## src/rtl/hilo_mdu.sv

```systemverilog
// hilo_mdu: HI/LO register pair with pipelined multiply and iterative
// restoring divide for the execute stage. A busy/done handshake lets the
// pipeline stall younger HI/LO consumers.
// Optional feature macro HILO_MADD_EN: enables MADD/MADDU/MSUB/MSUBU
// (op codes 7-10); when undefined those codes decode as NOP.
module hilo_mdu #(
  parameter int unsigned WIDTH   = 32,
  parameter int unsigned MUL_LAT = 2
) (
  input  logic             clk,
  input  logic             rst,
  input  logic             op_valid_i,
  input  logic [3:0]       op_i,
  input  logic [WIDTH-1:0] src_a_i,
  input  logic [WIDTH-1:0] src_b_i,
  input  logic             flush_i,
  input  logic             rd_sel_i,
  output logic [WIDTH-1:0] rd_data_o,
  output logic             busy_o,
  output logic             done_o
);

  localparam int unsigned DW = 2 * WIDTH;
  localparam int unsigned CW = $clog2(WIDTH + MUL_LAT + 1);

  typedef enum logic [3:0] {
    OP_NOP   = 4'd0,
    OP_MULT  = 4'd1,
    OP_MULTU = 4'd2,
    OP_DIV   = 4'd3,
    OP_DIVU  = 4'd4,
    OP_MTHI  = 4'd5,
    OP_MTLO  = 4'd6,
    OP_MADD  = 4'd7,
    OP_MADDU = 4'd8,
    OP_MSUB  = 4'd9,
    OP_MSUBU = 4'd10
  } op_e;

  typedef enum logic [2:0] {
    S_IDLE,
    S_MUL,
    S_DLATCH,
    S_DITER,
    S_DFIX
  } state_e;

`ifdef HILO_MADD_EN
  typedef enum logic [1:0] {
    ACC_NONE,
    ACC_ADD,
    ACC_SUB
  } acc_e;
  acc_e acc_q;
  acc_e dec_acc;
`endif

  state_e           state_q;
  logic             busy_q;
  logic [WIDTH-1:0] hi_q;
  logic [WIDTH-1:0] lo_q;
  logic [WIDTH-1:0] a_q;
  logic [WIDTH-1:0] b_q;
  logic [WIDTH-1:0] rem_q;
  logic [CW-1:0]    cnt_q;
  logic             sgn_q;
  logic             negq_q;
  logic             negr_q;

  logic             dec_mul;
  logic             dec_div;
  logic             dec_mthi;
  logic             dec_mtlo;
  logic             dec_sgn;

  logic [DW-1:0]    a_ext;
  logic [DW-1:0]    b_ext;
  logic [DW-1:0]    prod_c;
  logic [DW-1:0]    mul_res;
  logic [DW-1:0]    mul_wb;

  logic [WIDTH-1:0] a_abs;
  logic [WIDTH-1:0] b_abs;
  logic [WIDTH:0]   rem_sh;
  logic [WIDTH:0]   rem_diff;
  logic             wb_cycle;

  // Opcode decode for the acceptance cycle
  always_comb begin
    dec_mul  = 1'b0;
    dec_div  = 1'b0;
    dec_mthi = 1'b0;
    dec_mtlo = 1'b0;
    dec_sgn  = 1'b0;
`ifdef HILO_MADD_EN
    dec_acc  = ACC_NONE;
`endif
    case (op_i)
      OP_MULT:  begin dec_mul = 1'b1; dec_sgn = 1'b1; end
      OP_MULTU: dec_mul = 1'b1;
      OP_DIV:   begin dec_div = 1'b1; dec_sgn = 1'b1; end
      OP_DIVU:  dec_div = 1'b1;
      OP_MTHI:  dec_mthi = 1'b1;
      OP_MTLO:  dec_mtlo = 1'b1;
`ifdef HILO_MADD_EN
      OP_MADD:  begin dec_mul = 1'b1; dec_sgn = 1'b1; dec_acc = ACC_ADD; end
      OP_MADDU: begin dec_mul = 1'b1; dec_acc = ACC_ADD; end
      OP_MSUB:  begin dec_mul = 1'b1; dec_sgn = 1'b1; dec_acc = ACC_SUB; end
      OP_MSUBU: begin dec_mul = 1'b1; dec_acc = ACC_SUB; end
`endif
      default: ;
    endcase
  end

  // Full-width product: sign/zero extend to 2*WIDTH so the truncated
  // unsigned multiply yields the correct low 2*WIDTH bits for both forms
  always_comb begin
    a_ext  = sgn_q ? {{WIDTH{a_q[WIDTH-1]}}, a_q} : {{WIDTH{1'b0}}, a_q};
    b_ext  = sgn_q ? {{WIDTH{b_q[WIDTH-1]}}, b_q} : {{WIDTH{1'b0}}, b_q};
    prod_c = a_ext * b_ext;
  end

  // Product pipeline: MUL_LAT-1 register stages after the multiplier
  if (MUL_LAT == 1) begin : g_mul_comb
    assign mul_res = prod_c;
  end else if (MUL_LAT == 2) begin : g_mul_one
    logic [DW-1:0] pipe_q;
    // Single product stage
    always_ff @(posedge clk) pipe_q <= prod_c;
    assign mul_res = pipe_q;
  end else begin : g_mul_multi
    localparam int unsigned PW = (MUL_LAT - 1) * DW;
    logic [PW-1:0] pipe_q;
    // Shift products toward the top stage, newest enters at the bottom
    always_ff @(posedge clk) pipe_q <= {pipe_q[PW-DW-1:0], prod_c};
    assign mul_res = pipe_q[PW-1 -: DW];
  end

  // Multiply writeback value, optionally accumulated into current {HI,LO}
  always_comb begin
    mul_wb = mul_res;
`ifdef HILO_MADD_EN
    case (acc_q)
      ACC_ADD: mul_wb = {hi_q, lo_q} + mul_res;
      ACC_SUB: mul_wb = {hi_q, lo_q} - mul_res;
      default: ;
    endcase
`endif
  end

  // Divide datapath: operand magnitudes and one restoring iteration
  always_comb begin
    a_abs    = (sgn_q && a_q[WIDTH-1]) ? -a_q : a_q;
    b_abs    = (sgn_q && b_q[WIDTH-1]) ? -b_q : b_q;
    rem_sh   = {rem_q, a_q[WIDTH-1]};
    rem_diff = rem_sh - {1'b0, b_q};
  end

  // Writeback-cycle detect; flush suppresses the done pulse
  always_comb begin
    wb_cycle = 1'b0;
    case (state_q)
      S_MUL:    wb_cycle = (cnt_q == CW'(1));
      S_DLATCH: wb_cycle = (b_q == '0);
      S_DFIX:   wb_cycle = 1'b1;
      default:  wb_cycle = 1'b0;
    endcase
    done_o = wb_cycle & ~flush_i;
  end

  // Control FSM with HI/LO and operand registers
  always_ff @(posedge clk) begin
    if (rst) begin
      state_q <= S_IDLE;
      busy_q  <= 1'b0;
      hi_q    <= '0;
      lo_q    <= '0;
      a_q     <= '0;
      b_q     <= '0;
      rem_q   <= '0;
      cnt_q   <= '0;
      sgn_q   <= 1'b0;
      negq_q  <= 1'b0;
      negr_q  <= 1'b0;
`ifdef HILO_MADD_EN
      acc_q   <= ACC_NONE;
`endif
    end else begin
      case (state_q)
        S_IDLE: begin
          if (op_valid_i && !flush_i) begin
            if (dec_mthi) hi_q <= src_a_i;
            if (dec_mtlo) lo_q <= src_a_i;
            if (dec_mul || dec_div) begin
              a_q     <= src_a_i;
              b_q     <= src_b_i;
              sgn_q   <= dec_sgn;
              busy_q  <= 1'b1;
`ifdef HILO_MADD_EN
              acc_q   <= dec_acc;
`endif
              if (dec_mul) begin
                state_q <= S_MUL;
                cnt_q   <= CW'(MUL_LAT);
              end else begin
                state_q <= S_DLATCH;
                cnt_q   <= CW'(WIDTH);
              end
            end
          end
        end
        S_MUL: begin
          if (flush_i) begin
            state_q <= S_IDLE;
            busy_q  <= 1'b0;
          end else if (cnt_q == CW'(1)) begin
            {hi_q, lo_q} <= mul_wb;
            state_q      <= S_IDLE;
            busy_q       <= 1'b0;
          end else begin
            cnt_q <= cnt_q - CW'(1);
          end
        end
        S_DLATCH: begin
          if (flush_i || b_q == '0) begin
            state_q <= S_IDLE;
            busy_q  <= 1'b0;
          end else begin
            // a_q becomes the quotient shift register, b_q the divisor.
            // Most-negative / -1 needs no special case: the magnitude
            // 2^(WIDTH-1) fits unsigned and the signs match, so LO ends
            // at most-negative and HI at zero.
            a_q     <= a_abs;
            b_q     <= b_abs;
            rem_q   <= '0;
            negq_q  <= sgn_q & (a_q[WIDTH-1] ^ b_q[WIDTH-1]);
            negr_q  <= sgn_q & a_q[WIDTH-1];
            cnt_q   <= CW'(WIDTH);
            state_q <= S_DITER;
          end
        end
        S_DITER: begin
          if (flush_i) begin
            state_q <= S_IDLE;
            busy_q  <= 1'b0;
          end else begin
            if (!rem_diff[WIDTH]) begin
              rem_q <= rem_diff[WIDTH-1:0];
              a_q   <= {a_q[WIDTH-2:0], 1'b1};
            end else begin
              rem_q <= rem_sh[WIDTH-1:0];
              a_q   <= {a_q[WIDTH-2:0], 1'b0};
            end
            cnt_q <= cnt_q - CW'(1);
            if (cnt_q == CW'(1)) state_q <= S_DFIX;
          end
        end
        S_DFIX: begin
          if (!flush_i) begin
            lo_q <= negq_q ? -a_q : a_q;
            hi_q <= negr_q ? -rem_q : rem_q;
          end
          state_q <= S_IDLE;
          busy_q  <= 1'b0;
        end
        default: begin
          state_q <= S_IDLE;
          busy_q  <= 1'b0;
        end
      endcase
    end
  end

  assign busy_o    = busy_q;
  assign rd_data_o = rd_sel_i ? lo_q : hi_q;

endmodule
```

## config.mk

```make
export PLATFORM = sky130hd
export DESIGN_NAME = hilo_mdu
export DESIGN_NICKNAME = d
export VERILOG_FILES = /design/src/rtl/hilo_mdu.sv
export SDC_FILE = /design/constraint.sdc
export NUM_CORES = 2
export LEC_CHECK = 0
export ABC_AREA = 1
export CORE_MARGIN = 5
export CORE_UTILIZATION = 44
export DETAILED_ROUTE_END_ITERATION = 12
export PLACE_DENSITY = 0.69
export SYNTH_ARGS = -nofsm -noshare
export SYNTH_HDL_FRONTEND = slang
export SYNTH_SLANG_ARGS = --single-unit
```

## constraint.sdc

```tcl
create_clock -name clk -period 12.5 [get_ports clk]
set_input_delay 2.5 -clock clk [delete_from_list [all_inputs] [get_ports clk]]
set_output_delay 2.5 -clock clk [all_outputs]
set_load 0.02 [all_outputs]
```

==> summary.md <==
| Metric | Value |
|---|---|
| Outcome | `finished clean` |
| Drt via density | `5.35` |
| Worst Setup End Kind | `flip-flop` |
| Sequential power share | `about a quarter` |
| Count of placed standard cells including taps | `between 10000 and 15000` |
| Initial antenna violation count | `12` |
| Period Utilization, post-route | `85.6%` |
| Worst path arrival time | `11.17 ns` |
| Slowest cell delay on critical path | `about 0.95 ns` |
| Worst skew pair latency | `0.61 ns` |
| Pin count of the biggest net entering global routing | `104` |
| Final setup viols | `0` |
| Initial Util | `44.2%` |
| WL final | `232000 um` |
| Peak VDD IR | `~0.1 mV` |
| Min-delay src | `cnt_q[5]` |
| Rows | `140` |
| Die area | `154000 sq um` |
| Most frequent cells in the layout | `2438 x inv_1, 1851 x nand2_1, 1425 x fa_1` |
| Critical Path RT | `12.96 ns` |
| DP HPWL | `~190000 um` |
| Startpoint Class | `flip-flop` |
| PortBufs | `106` |
| Unrepaired setup endpoints after global routing | `false` |
| Worst-Margin Slew | `1.21 ns` |
| Fmax | `93.4 MHz` |
| Power Density | `52.8 nW/um^2` |
| Residual DRC | `0` |
| Cell family with most CP delay | `adder cells` |
| Sw frac | `48.1%` |
| P_sw | `roughly 1700 uW` |
| Fin. max-slew vios | `0` |
| Hold Crit Class | `reg2reg` |
| Syn_area_per_cell | `7.75 sq um` |
| Clock power frac | `about a quarter` |
| Leak | `around 0.039 uW` |
| Post-DP Area | `67200 sq um` |
| TritonRoute pass-1 iters | `6` |
| H-tree level count | `1` |
| Logic pwr share | `47.8%` |
| Sink Count | `237` |
| Mapped Cells | `8314` |
| Total number of vias | `54189` |
| Slew Limit Headroom | `a little under a fifth` |
| DIE WIDTH | `between 300 and 400 um` |
| Layout Skew | `0.0388 ns` |
| ANT nets after route | `0` |
| Crit path launch | `sgn_q` |
| #FFs+latches synth | `237` |
| Reg-to-Reg Start | `sgn_q` |
| Total power | `3600 uW` |
| CTS tree | `done` |
| Commonest non-fill, non-tap cell in the layout | `inv_1` |
| Post-route insts no fill | `10125` |
| 1st-iter DRT viols | `5594` |
| Total CTS buffers | `27` |
| First-pass GRT wire length | `roughly 350000 um` |
| Final Hold Viols | `0` |
| Max Cap Viol | `0` |
| Vias in the first global route | `56727` |
| Post-Route Setup TNS | `0 ns` |
| CP max FO | `17` |
| Post-CTS Repair Setup Buffers | `0` |
| Internal | `approximately 1900 uW` |
| Num ports | `around 110` |
| Hold_ws | `approximately 0.49 ns` |
| Finished layout cell area | `68100 sq um` |
| Nets | `10028` |
| Filler Cells Inserted | `14406` |
| Clock tree buffer depth | `3` |
| Synth warn | `0` |
| Post-Syn Area | `64400 sq um` |
| Post_cts resized | `0` |
| Final min period | `~11 ns` |
| # hold bufs at CTS | `0` |
| Share of cells above drive strength 1 | `3.27%` |
| Grt ovf | `0` |
| CTS root buf | `clkbuf_16` |
| Synth-to-Final Area Change | `5.81%` |
| CP max stage cell | `fa_1` |
| Synth Net Count | `approximately 10000` |
| CP most frequent cell | `fa_1` |
| CTS clock-pin slew for the worst setup and hold paths | `approximately 0.07 ns` |
| Distinct cells, synth | `53` |
| Die Y | `approximately 390 um` |
| CORE AREA | `146000 sq um` |
| Gr usage total | `30.5%` |
| Buf/Inv on CP | `8` |
| DR WL/cell | `22.9 um` |
| Post-synthesis sequential area ratio | `7.37%` |
| GPL Wtd Cong | `1.03` |
| Crit Path Class | `reg2reg` |
-- worst reg2reg max path, delay by kind of cell, from the launching register on --
family                   cells  cell delay [ns]
adder cells (fa/ha/maj)     11             6.15
buffers and inverters        8             1.94
AND/OR/NAND/NOR              4             1.21
AO/OA/AOI/OAI                3             0.78
flip-flops                   1             0.33
XOR/XNOR                     1             0.20
-- state kept, by name, indices dropped and copies added (netlist names) --
| name | flops |
|---|---|
| negq_q | 1 |
| rem_q | 32 |
| sgn_q | 1 |
| cnt_q | 6 |
| a_q | 32 |
| b_q | 32 |
| lo_q | 32 |
| busy_o | 1 |
| negr_q | 1 |
| g_mul_one.pipe_q | 64 |
| hi_q | 32 |
| state_q | 3 |
-- cell usage after synthesis, drive strengths merged --
library cell | number | share of area (%)
a221oi | 4 | 0.054
xnor2 | 43 | 0.58
o31ai | 2 | 0.023
a21o | 13 | 0.15
a31oi | 23 | 0.22
mux2 | 29 | 0.51
dfxtp | 237 | 7.4
clkbuf | 215 | 1.3
xor2 | 90 | 1.2
a41oi | 28 | 0.38
or2 | 13 | 0.13
clkinv | 11 | 0.064
nand2 | 1856 | 11
nand3 | 211 | 1.7
o221ai | 11 | 0.15
o21ai | 237 | 1.9
buf | 147 | 1.0
a22oi | 2 | 0.023
inv | 2457 | 14
o22ai | 17 | 0.17
o211ai | 32 | 0.37
a21boi | 3 | 0.035
o21a | 1 | 0.012
fa | 1425 | 44
a211oi | 42 | 0.61
nor4 | 12 | 0.13
o2111ai | 1 | 0.014
nor3 | 47 | 0.40
nand4 | 44 | 0.44
and2 | 2 | 0.019
ha | 346 | 6.7
nor3b | 2 | 0.023
nor2 | 416 | 2.5
a21oi | 263 | 2.0
and3 | 4 | 0.039
nand3b | 12 | 0.16
o21bai | 16 | 0.19
-- metal layers --
| layer | vias to the layer above | part of all wire (%) | wire length (um) | GRT usage [%] |
|---|---|---|---|---|
| met1 | 27202 | 39 | 90700 | 40.3 |
| met2 | 2726 | 46 | 106000 | 49.1 |
| met4 | 6 | 6.3 | 14600 | 14.9 |
| li1 | 23678 | - | - | - |
| met3 | 577 | 9.2 | 21300 | 5.09 |
| met5 | - | 0.014 | 33 | 0 |
-- through the flow --
stage / setup WS [ns] / util [%]
after floorplan: 3.79 / -
after CTS: 2.03 / 46.8
final: 1.80 / 46.8
after global routing: 1.46 / 46.8
after detailed placement: 2.05 / 46.1
after global placement: 2.22 / 46.1
-- kinds of logic after synthesis --
family	share of synthesized area, %
AOI/OAI and AO/OA	6.30
xor gates and xnor gates	1.81
adders and majority gates	51.0
buffers and inverters	16.7
DFF	7.37
muxes	0.507
and+or+nand+nor	16.3
-- layout make-up --
class	count	area (sq um)	area share, %
clock buffers	32	714	1.05
clock inverters	18	269	0.395
flip-flops and latches	237	4770	7.00
inverters	2468	9260	13.6
multi-input cells	5247	48900	71.8
well taps	1917	2400	3.52
repair buffers	203	1780	2.61
diodes	3	7.51	0.0110
-- worst paths after layout --
kind              cells after the start              endpoint  slack (ns)
hold / removal                        2              cnt_q[5]        0.49
hold reg to reg                       2              cnt_q[5]        0.49
setup reg to reg                     27  g_mul_one.pipe_q[61]        1.80
setup / recovery                     27  g_mul_one.pipe_q[61]        1.80
-- power by group through the flow --
| stage | clock (uW) | sequential (uW) | combinational [uW] |
|---|---|---|---|
| floorplan | 0 | 870 | 1070 |
| global placement | 0 | 962 | 1660 |
| detailed placement | 0 | 959 | 1670 |
| CTS | 918 | 947 | 1690 |
| global route | 948 | 955 | 1860 |
| finish | 922 | 957 | 1720 |
(Power assumes the default switching activity.)
